### config.mk
export PLATFORM = sky130hd
export DESIGN_NAME = scc_param_syndrome_pipe
export DESIGN_NICKNAME = d
export VERILOG_FILES = /design/src/rtl/scc_pkg.sv /design/src/rtl/scc_chunk_parity.sv /design/src/rtl/scc_param_syndrome_pipe.sv
export SDC_FILE = /design/constraint.sdc
export NUM_CORES = 1
export LEC_CHECK = 0
export BUFFER_PORTS_ARGS = -buffer_cell sky130_fd_sc_hd__buf_2
export CAP_MARGIN = 0
export CORE_AREA = 4 4 179 181
export DETAILED_ROUTE_END_ITERATION = 8
export DIE_AREA = 0 0 183 185
export PLACE_DENSITY = 0.65
export SLEW_MARGIN = 40
export SYNTH_ARGS = -nofsm -noshare
export SYNTH_HDL_FRONTEND = slang
export SYNTH_SLANG_ARGS = --single-unit
### constraint.sdc
create_clock -name clk -period 1.9 [get_ports clk]
set_input_delay 0.38 -clock clk [delete_from_list [all_inputs] [get_ports clk]]
set_output_delay 0.38 -clock clk [all_outputs]
set_load 0.05 [all_outputs]
### src/rtl/scc_pkg.sv
// ============================================================================
// Module      : scc_pkg
// Description : Shared constants for the syndrome pipe: default 8x72
//               parity-check matrix and the chunk-count helper.
// Revision    : 1.0 - initial release
// ============================================================================
`timescale 1ns/1ps
`default_nettype none

package scc_pkg;

    localparam int         SCC_N       = 72;
    localparam int         SCC_R       = 8;
    localparam logic [7:0] SCC_GF_POLY = 8'h1D;

    // Column i of the matrix is alpha^i in GF(2^8) with x^8+x^4+x^3+x^2+1.
    function automatic logic [SCC_R-1:0][SCC_N-1:0] gen_8lc_h();
        logic [SCC_R-1:0][SCC_N-1:0] h;
        logic [7:0]                  a;
        h = '0;
        a = 8'h01;
        for (int i = 0; i < SCC_N; i++) begin
            for (int r = 0; r < SCC_R; r++) begin
                h[r][i] = a[r];
            end
            a = {a[6:0], 1'b0} ^ (a[7] ? SCC_GF_POLY : 8'h00);
        end
        return h;
    endfunction

    localparam logic [SCC_R-1:0][SCC_N-1:0] SCC_8LC_H = gen_8lc_h();

    function automatic int chunk_count(input int n, input int g);
        return (n + g - 1) / g;
    endfunction

endpackage

`default_nettype wire

### src/rtl/scc_chunk_parity.sv
// ============================================================================
// Module      : scc_chunk_parity
// Description : Per-row partial parity of one G-bit codeword chunk.
// Revision    : 1.0 - initial release
// ============================================================================
`timescale 1ns/1ps
`default_nettype none

module scc_chunk_parity
    import scc_pkg::*;
#(
    parameter int G = 8,
    parameter int R = SCC_R
) (
    input  logic [G-1:0]        chunk,
    input  logic [R-1:0][G-1:0] h_chunk,
    output logic [R-1:0]        parity
);

    always_comb begin
        parity = '0;
        for (int r = 0; r < R; r++) begin
            parity[r] = ^(chunk & h_chunk[r]);
        end
    end

endmodule

`default_nettype wire

### src/rtl/scc_param_syndrome_pipe.sv
// ============================================================================
// Module      : scc_param_syndrome_pipe
// Description : Two-stage valid/ready syndrome checker with saturating
//               word and error counters.
// Revision    : 1.0 - initial release
// ============================================================================
`timescale 1ns/1ps
`default_nettype none

module scc_param_syndrome_pipe
    import scc_pkg::*;
#(
    parameter int                   N  = 72,
    parameter int                   R  = 8,
    parameter logic [R-1:0][N-1:0]  H  = SCC_8LC_H,
    parameter int                   G  = 8,
    parameter int                   CW = 16
) (
    input  logic          clk,
    input  logic          rst,
    input  logic          in_valid,
    output logic          in_ready,
    input  logic [N-1:0]  in_codeword,
    output logic          out_valid,
    input  logic          out_ready,
    output logic [N-1:0]  out_codeword,
    output logic [R-1:0]  out_syndrome,
    output logic          out_err,
    input  logic          cnt_clr,
    output logic [CW-1:0] word_cnt,
    output logic [CW-1:0] err_cnt
);

    localparam int            NC        = chunk_count(N, G);
    localparam int            NP        = NC * G;
    localparam logic [CW-1:0] C_CNT_MAX = '1;

    logic [NP-1:0]          w_cw_pad;
    logic [NC-1:0][R-1:0]   w_part;
    logic [R-1:0]           w_syn;
    logic                   w_s1_adv;
    logic                   w_s2_adv;
    logic                   w_hs;

    logic                   r_s1_valid;
    logic [N-1:0]           r_s1_cw;
    logic [NC-1:0][R-1:0]   r_s1_part;
    logic                   r_s2_valid;
    logic [N-1:0]           r_s2_cw;
    logic [R-1:0]           r_s2_syn;
    logic                   r_s2_err;
    logic [CW-1:0]          r_word_cnt;
    logic [CW-1:0]          r_err_cnt;

    // Zero-extension supplies the padding of a short final chunk.
    assign w_cw_pad = NP'(in_codeword);

    for (genvar c = 0; c < NC; c++) begin : g_chunk
        logic [R-1:0][G-1:0] w_hc;
        for (genvar r = 0; r < R; r++) begin : g_row
            for (genvar j = 0; j < G; j++) begin : g_bit
                if (c * G + j < N) begin : g_in
                    assign w_hc[r][j] = H[r][c * G + j];
                end else begin : g_pad
                    assign w_hc[r][j] = 1'b0;
                end
            end
        end
        scc_chunk_parity #(
            .G (G),
            .R (R)
        ) u_parity (
            .chunk   (w_cw_pad[c * G +: G]),
            .h_chunk (w_hc),
            .parity  (w_part[c])
        );
    end

    always_comb begin
        w_syn = '0;
        for (int c = 0; c < NC; c++) begin
            w_syn = w_syn ^ r_s1_part[c];
        end
    end

    assign w_s2_adv = !r_s2_valid || out_ready;
    assign w_s1_adv = !r_s1_valid || w_s2_adv;
    assign w_hs     = r_s2_valid && out_ready;

    always_ff @(posedge clk) begin
        if (rst) begin
            r_s1_valid <= 1'b0;
            r_s1_cw    <= '0;
            r_s1_part  <= '0;
        end else if (w_s1_adv) begin
            r_s1_valid <= in_valid;
            if (in_valid) begin
                r_s1_cw   <= in_codeword;
                r_s1_part <= w_part;
            end
        end
    end

    always_ff @(posedge clk) begin
        if (rst) begin
            r_s2_valid <= 1'b0;
            r_s2_cw    <= '0;
            r_s2_syn   <= '0;
            r_s2_err   <= 1'b0;
        end else if (w_s2_adv) begin
            r_s2_valid <= r_s1_valid;
            if (r_s1_valid) begin
                r_s2_cw  <= r_s1_cw;
                r_s2_syn <= w_syn;
                r_s2_err <= |w_syn;
            end
        end
    end

    always_ff @(posedge clk) begin
        if (rst || cnt_clr) begin
            r_word_cnt <= '0;
            r_err_cnt  <= '0;
        end else if (w_hs) begin
            if (r_word_cnt != C_CNT_MAX) begin
                r_word_cnt <= r_word_cnt + CW'(1);
            end
            if (r_s2_err && (r_err_cnt != C_CNT_MAX)) begin
                r_err_cnt <= r_err_cnt + CW'(1);
            end
        end
    end

    assign in_ready     = w_s1_adv;
    assign out_valid    = r_s2_valid;
    assign out_codeword = r_s2_cw;
    assign out_syndrome = r_s2_syn;
    assign out_err      = r_s2_err;
    assign word_cnt     = r_word_cnt;
    assign err_cnt      = r_err_cnt;

endmodule

`default_nettype wire

==> results.json, run 1 <==
{
  "cp.required_ns": 2.27,
  "tightest_slew_ns": 0.6209,
  "seqCellArea_um2": 5055,
  "min_from": "in_codeword[0]",
  "fillers": 3029,
  "rows": 64,
  "routedWlPerCell_um": 14.64,
  "cts_made_buffers": 29,
  "max_freq_mhz": 550.7,
  "min_to": "r_s1_cw[0]$_SDFFE_PP0P_",
  "cts_sinks": 250,
  "peakVddDrop_mv": 0.7102,
  "io_buffers": 191,
  "dr.pass1.iters": 5,
  "timing.final.hold_violations": 0,
  "rr_startpoint": "r_s1_part[30]$_SDFFE_PP0P_",
  "yosysMostFrequentCell": "nand2_1",
  "n_antenna_cell": 0,
  "synth_top_cell_by_area": "dfxtp_1",
  "r2r_end": "out_err$_SDFFE_PP0P_",
  "slew_headroom": 0.5861,
  "insertion_delay_ns": 0.54,
  "antenna_found_initial": 1,
  "worst_slack_ns": 0.08403,
  "coreArea_um2": 30430,
  "fin_crit_sh": 0.9558,
  "outcome": "completed",
  "hold_class": "input pin to flip-flop",
  "ys_top_cells_by_area": "dfxtp_1 (47%), nand2_1 (13%), xnor2_1 (12%)",
  "critPathArrivalTime_ns": 2.19,
  "cts_root_buffer": "clkbuf_16",
  "drive_gt1_frac": 0.2292,
  "syn2layout_area_growth_pct": 25.60,
  "endpoint_kind": "flip-flop",
  "grt_max_degree": 102,
  "syn_inst": 1278,
  "cts_tree": "done",
  "synth.distinct_cells": 36,
  "post-place-ws_ns": -0.02048,
  "clock_skew_ns": 0.02179,
  "avgSynthCellArea_um2": 8.285,
  "worstHoldPathCells": 3,
  "yosysSeqAreaShare": 0.4727,
  "synth_top_area_share": 0.4727,
  "viasPerCell": 4.736,
  "clock_path_buffers": 3,
  "grt_pass1_wl_um": 44270,
  "overflow": 0,
  "drt_iter0_markers": 343,
  "clk_pin_slew_ns": 0.06,
  "drc": 0,
  "grt_pass1_vias": 8603,
  "multi_input_area_um2": 5469,
  "cts-hold-fix-buffers": 0,
  "finalMaxSlewViolations": 0,
  "critical_path_class": "flip-flop to flip-flop",
  "nets": 1525,
  "dp_hpwl_um": 19310,
  "ys_ff_latch": 250,
  "synth_area_um2": 10590,
  "r2r_slack_ns": 0.08,
  "tns_ns": 0,
  "place_area_um2": 12320,
  "pin_count": 192,
  "synth-edff-count": 0,
  "cp_max_fo": 2,
  "synth_async_sr_flop_share": 0,
  "antenna_left": 0,
  "die_area_um2": 33860,
  "setup_viol": 0,
  "p_leak_uw": 0.005250,
  "grt_use_total": 0.1565,
  "synth_warnings": 0,
  "crit_path_start_kind": "flip-flop",
  "synth_common_cells": "nand2_1 (368), dfxtp_1 (250), a21oi_1 (181), xnor2_1 (140), nor2_1 (80)",
  "finalWirelength_um": 27270,
  "die_w_um": 183,
  "vias": 8819,
  "fin_area_um2": 13300,
  "rsz0062_at_grt": "no",
  "h-tree-depth": 1,
  "min_period_ns": 1.816,
  "gpl.final_weighted_congestion": 0.8667,
  "synth_nets": 1357,
  "synth-main-ff-cell": "dfxtp_1",
  "initial_core_util": 0.3479,
  "reg2regPathDepth": 5,
  "die_h_um": 185,
  "p_per_area_nw_per_um2": 1011,
  "maxCapViolations": 0
}
## sequential cells by signal, indices dropped and copies added (netlist names)
name          cells
out_err           1
out_codeword     72
r_s1_valid        1
out_syndrome      8
r_s1_cw          72
err_cnt          16
r_s1_part        63
word_cnt         16
out_valid         1
## timing repair
action | 4_1_cts | 5_1_grt
setup endpoints to repair | 2 | 1
setup buffers | 1 | 0
resized for setup | 3 | 3
pin swaps | 1 | 2
gates cloned | 0 | 0
## cells by family after synthesis
| group | count (synthesis) | share of synthesized area |
|---|---|---|
| simple gates | 500 | 0.1894 |
| flops | 250 | 0.4727 |
| compound gates | 241 | 0.1274 |
| xor+xnor | 196 | 0.1751 |
| buf+inv | 87 | 0.03108 |
| mux | 2 | 0.001891 |
| fa+ha+maj | 2 | 0.002363 |
## area by class of cell
cell class,instances,area share
repair buffers,217,0.09945
inverters,7,0.001976
clock inverters,15,0.01035
flip-flops and latches,250,0.3801
clock buffers,36,0.05956
multi-input cells,941,0.4113
well taps,396,0.03726
## worst max path at each step
| stage | from | to | cells after the start |
|---|---|---|---|
| final | r_s1_part[30]$_SDFFE_PP0P_ | out_err$_SDFFE_PP0P_ | 5 |
| after global routing | r_s1_cw[2]$_SDFFE_PP0P_ | out_err$_SDFFE_PP0P_ | 5 |
| after CTS | r_s1_part[59]$_SDFFE_PP0P_ | out_err$_SDFFE_PP0P_ | 5 |
| after detailed placement | r_s1_part[16]$_SDFFE_PP0P_ | out_err$_SDFFE_PP0P_ | 5 |
| after global placement | r_s1_part[16]$_SDFFE_PP0P_ | out_err$_SDFFE_PP0P_ | 5 |
| after floorplan | out_valid$_SDFFE_PP0P_ | r_s1_part[11]$_SDFFE_PP0P_ | 6 |
## metal layers
layer	vias to the layer above	track usage	part of all wire
li1	4502	-	-
met1	4079	0.2093	0.46
met2	205	0.2597	0.45
met3	31	0.03849	0.072
met4	2	0.03129	0.015
met5	-	0	0.00044
## stage by stage
step	hold slack (ns)	power, uW	instances	util
6_report	0.07839	13440	1862	0.4370
2_1_floorplan	0.4322	7528	1278	-
4_1_cts	0.04968	13640	1862	0.4365
3_3_place_gp	0.4369	8114	1810	0.4050
5_1_grt	0.07256	14100	1862	0.4370
3_5_place_dp	0.4448	8140	1810	0.4050
## critical path, cell delays in order, from the launching register on
cell and delay [ns]:
dfxtp_1 0.32, xnor2_1 0.25, xnor3_1 0.45, xnor2_1 0.15
nor3_1 0.28, a31oi_2 0.19
## report_power, final
part / internal [uW] / total [uW] / switching, uW
Sequential: 5530 / 5710 / 180
Clock: 3210 / 5410 / 2200
Combinational: 975 / 2320 / 1350
Total: 9720 / 13400 / 3720
## cells in the final DEF, fill, tap and decap left out, types with 4 or more instances in the layout
cell type and instances:
nand3_1 9, nand4_1 9, xnor3_1 10, o211ai_1 4, buf_4 13, dfxtp_2 19
xor2_1 46, a211oi_2 32, xnor2_1 137, or3_1 4, buf_2 190, inv_1 7
a211oi_1 9, nor3_1 10, nand2_1 366, clkbuf_8 5, nor2_1 80, clkinv_2 9
clkbuf_16 29, dfxtp_4 7, o21a_1 6, dfxtp_1 224, buf_12 13, a21oi_1 181
(Power assumes the default switching activity.)
==> run 2, diff against run 1 <==
==> constraint.sdc (replaced) <==
create_clock -name clk -period 1.9 [get_ports clk]
set_input_delay 0.19 -clock clk [delete_from_list [all_inputs] [get_ports clk]]
set_output_delay 0.19 -clock clk [all_outputs]
set_load 0.05 [all_outputs]
==> results.json, run 2 (synthesis gave the netlist of run 1 again) <==
{
  "drt_iter0_markers": 361,
  "cts_setup_buffers": 0,
  "die_w_um": 183,
  "cp.required_ns": 2.29,
  "max_freq_mhz": 545.9,
  "cts_sinks": 250,
  "critPathArrivalTime_ns": 2.22,
  "tightest_slew_ns": 0.6100,
  "finalWirelength_um": 28410,
  "clock_path_buffers": 3,
  "initial_core_util": 0.3479,
  "drc": 0,
  "fin_area_um2": 14060,
  "rsz0062_at_grt": "yes",
  "fin_crit_sh": 0.9642,
  "antenna_left": 0,
  "drive_gt1_frac": 0.2164,
  "place_area_um2": 12250,
  "hold_class": "input pin to flip-flop",
  "nets": 1593,
  "cts_root_buffer": "clkbuf_16",
  "endpoint_kind": "flip-flop",
  "worst_slack_ns": 0.06807,
  "grt_max_degree": 80,
  "coreArea_um2": 30430,
  "grt_use_total": 0.1639,
  "routedWlPerCell_um": 14.72,
  "vias": 9148,
  "fillers": 2915,
  "setup_viol": 0,
  "peakVddDrop_mv": 0.6064,
  "clk_pin_slew_ns": 0.06,
  "final_common_cell": "nand2_1",
  "insertion_delay_ns": 0.54,
  "syn2layout_area_growth_pct": 32.77,
  "die_h_um": 185,
  "dr.pass1.iters": 5,
  "crit_path_start_kind": "flip-flop",
  "grt_pass1_wl_um": 46380,
  "critical_path_class": "flip-flop to flip-flop",
  "io_buffers": 191,
  "maxCapViolations": 0,
  "h-tree-depth": 1,
  "dp_hpwl_um": 19390,
  "gpl.final_weighted_congestion": 0.8432,
  "die_area_um2": 33860,
  "slew_headroom": 0.5934,
  "cts_made_buffers": 29,
  "grt_pass1_vias": 9066,
  "timing.final.hold_violations": 0,
  "finalMaxSlewViolations": 0,
  "final_cell_mix": "nand2_1 (366), dfxtp_1 (225), buf_2 (190)",
  "p_leak_uw": 0.005557,
  "overflow": 0,
  "clock_skew_ns": 0.01097,
  "min_period_ns": 1.832,
  "p_per_area_nw_per_um2": 998.2,
  "antenna_found_initial": 0,
  "pin_count": 192,
  "post-place-ws_ns": 0.08020,
  "cts_tree": "done",
  "viasPerCell": 4.740,
  "outcome": "completed",
  "tns_ns": 0,
  "cp_max_fo": 2,
  "n_antenna_cell": 0,
  "rows": 64
}
-- run 2: cell count changes in the layout (fill, tap and decap cells not counted), moves of 2 or more --
cell / before / now
buf_12: 13 / 10
clkbuf_8: 5 / 11
clkinv_2: 9 / 4
nand3_1: 9 / 7
buf_4: 13 / 10
nand3_2: 1 / 3
xnor2_1: 137 / 139
dlygate4sd3_1: 0 / 74
bufinv_16: 2 / 4
xnor2_2: 3 / 1
-- run 2: routing by layer --
| layer | GRT usage | share of wire | up-vias |
|---|---|---|---|
| li1 | - | - | 4651 |
| met1 | 0.2172 | 0.45 | 4233 |
| met2 | 0.2746 | 0.46 | 234 |
| met3 | 0.04026 | 0.074 | 30 |
| met4 | 0.03248 | 0.013 | 0 |
| met5 | 0 | 0 | - |
-- run 2: repair_timing --
action,CTS,global route
endpoints found under the hold margin,80,0
hold buffers,74,0
endpoints found under the setup margin,0,4
resized for setup,0,7
-- run 2: cell type report --
cell class | instances | area [um^2] | area share
multi-input combinational | 941 | 5474 | 0.3894
sequential | 250 | 5054 | 0.3595
timing repair buffer | 285 | 1981 | 0.1409
clock buffer | 41 | 870.8 | 0.06195
tap | 396 | 495.5 | 0.03525
clock inverter | 10 | 156.4 | 0.01113
inverter | 7 | 26.28 | 0.001869
-- run 2: report_power, final --
part           internal (uW)  total [uW]  switching (uW)
clock                   3700        5880            2180
combinational           1060        2450            1390
sequential              5530        5710             175
-- run 2: path summary, 6_finish.rpt --
path                                                    start                             to  depth (start not counted)  slack (ns)
worst max-delay path               r_s1_part[29]$_SDFFE_PP0P_           out_err$_SDFFE_PP0P_                          5        0.07
worst min-delay path                                out_ready         out_valid$_SDFFE_PP0P_                          3        0.11
worst max register to register     r_s1_part[29]$_SDFFE_PP0P_           out_err$_SDFFE_PP0P_                          5        0.07
worst min register to register  out_codeword[23]$_SDFFE_PP0P_  out_codeword[23]$_SDFFE_PP0P_                          2        0.45
-- run 2: critical path, stage by stage, from the launching register on --
cell and delay (ns):
dfxtp_1 0.32, xnor2_1 0.28, xnor3_1 0.46, xnor2_1 0.15
nor3_1 0.29, a31oi_2 0.18
-- run 2: stage by stage --
step | hold slack (ns) | cells | util | total power, uW
2_1_floorplan | 0.3195 | 1278 | - | 7528
3_3_place_gp | 0.4382 | 1805 | 0.4025 | 8097
3_5_place_dp | 0.4414 | 1805 | 0.4025 | 8131
4_1_cts | 0.06188 | 1930 | 0.4607 | 14200
5_1_grt | 0.1303 | 1930 | 0.4620 | 14680
6_report | 0.1076 | 1930 | 0.4620 | 14030
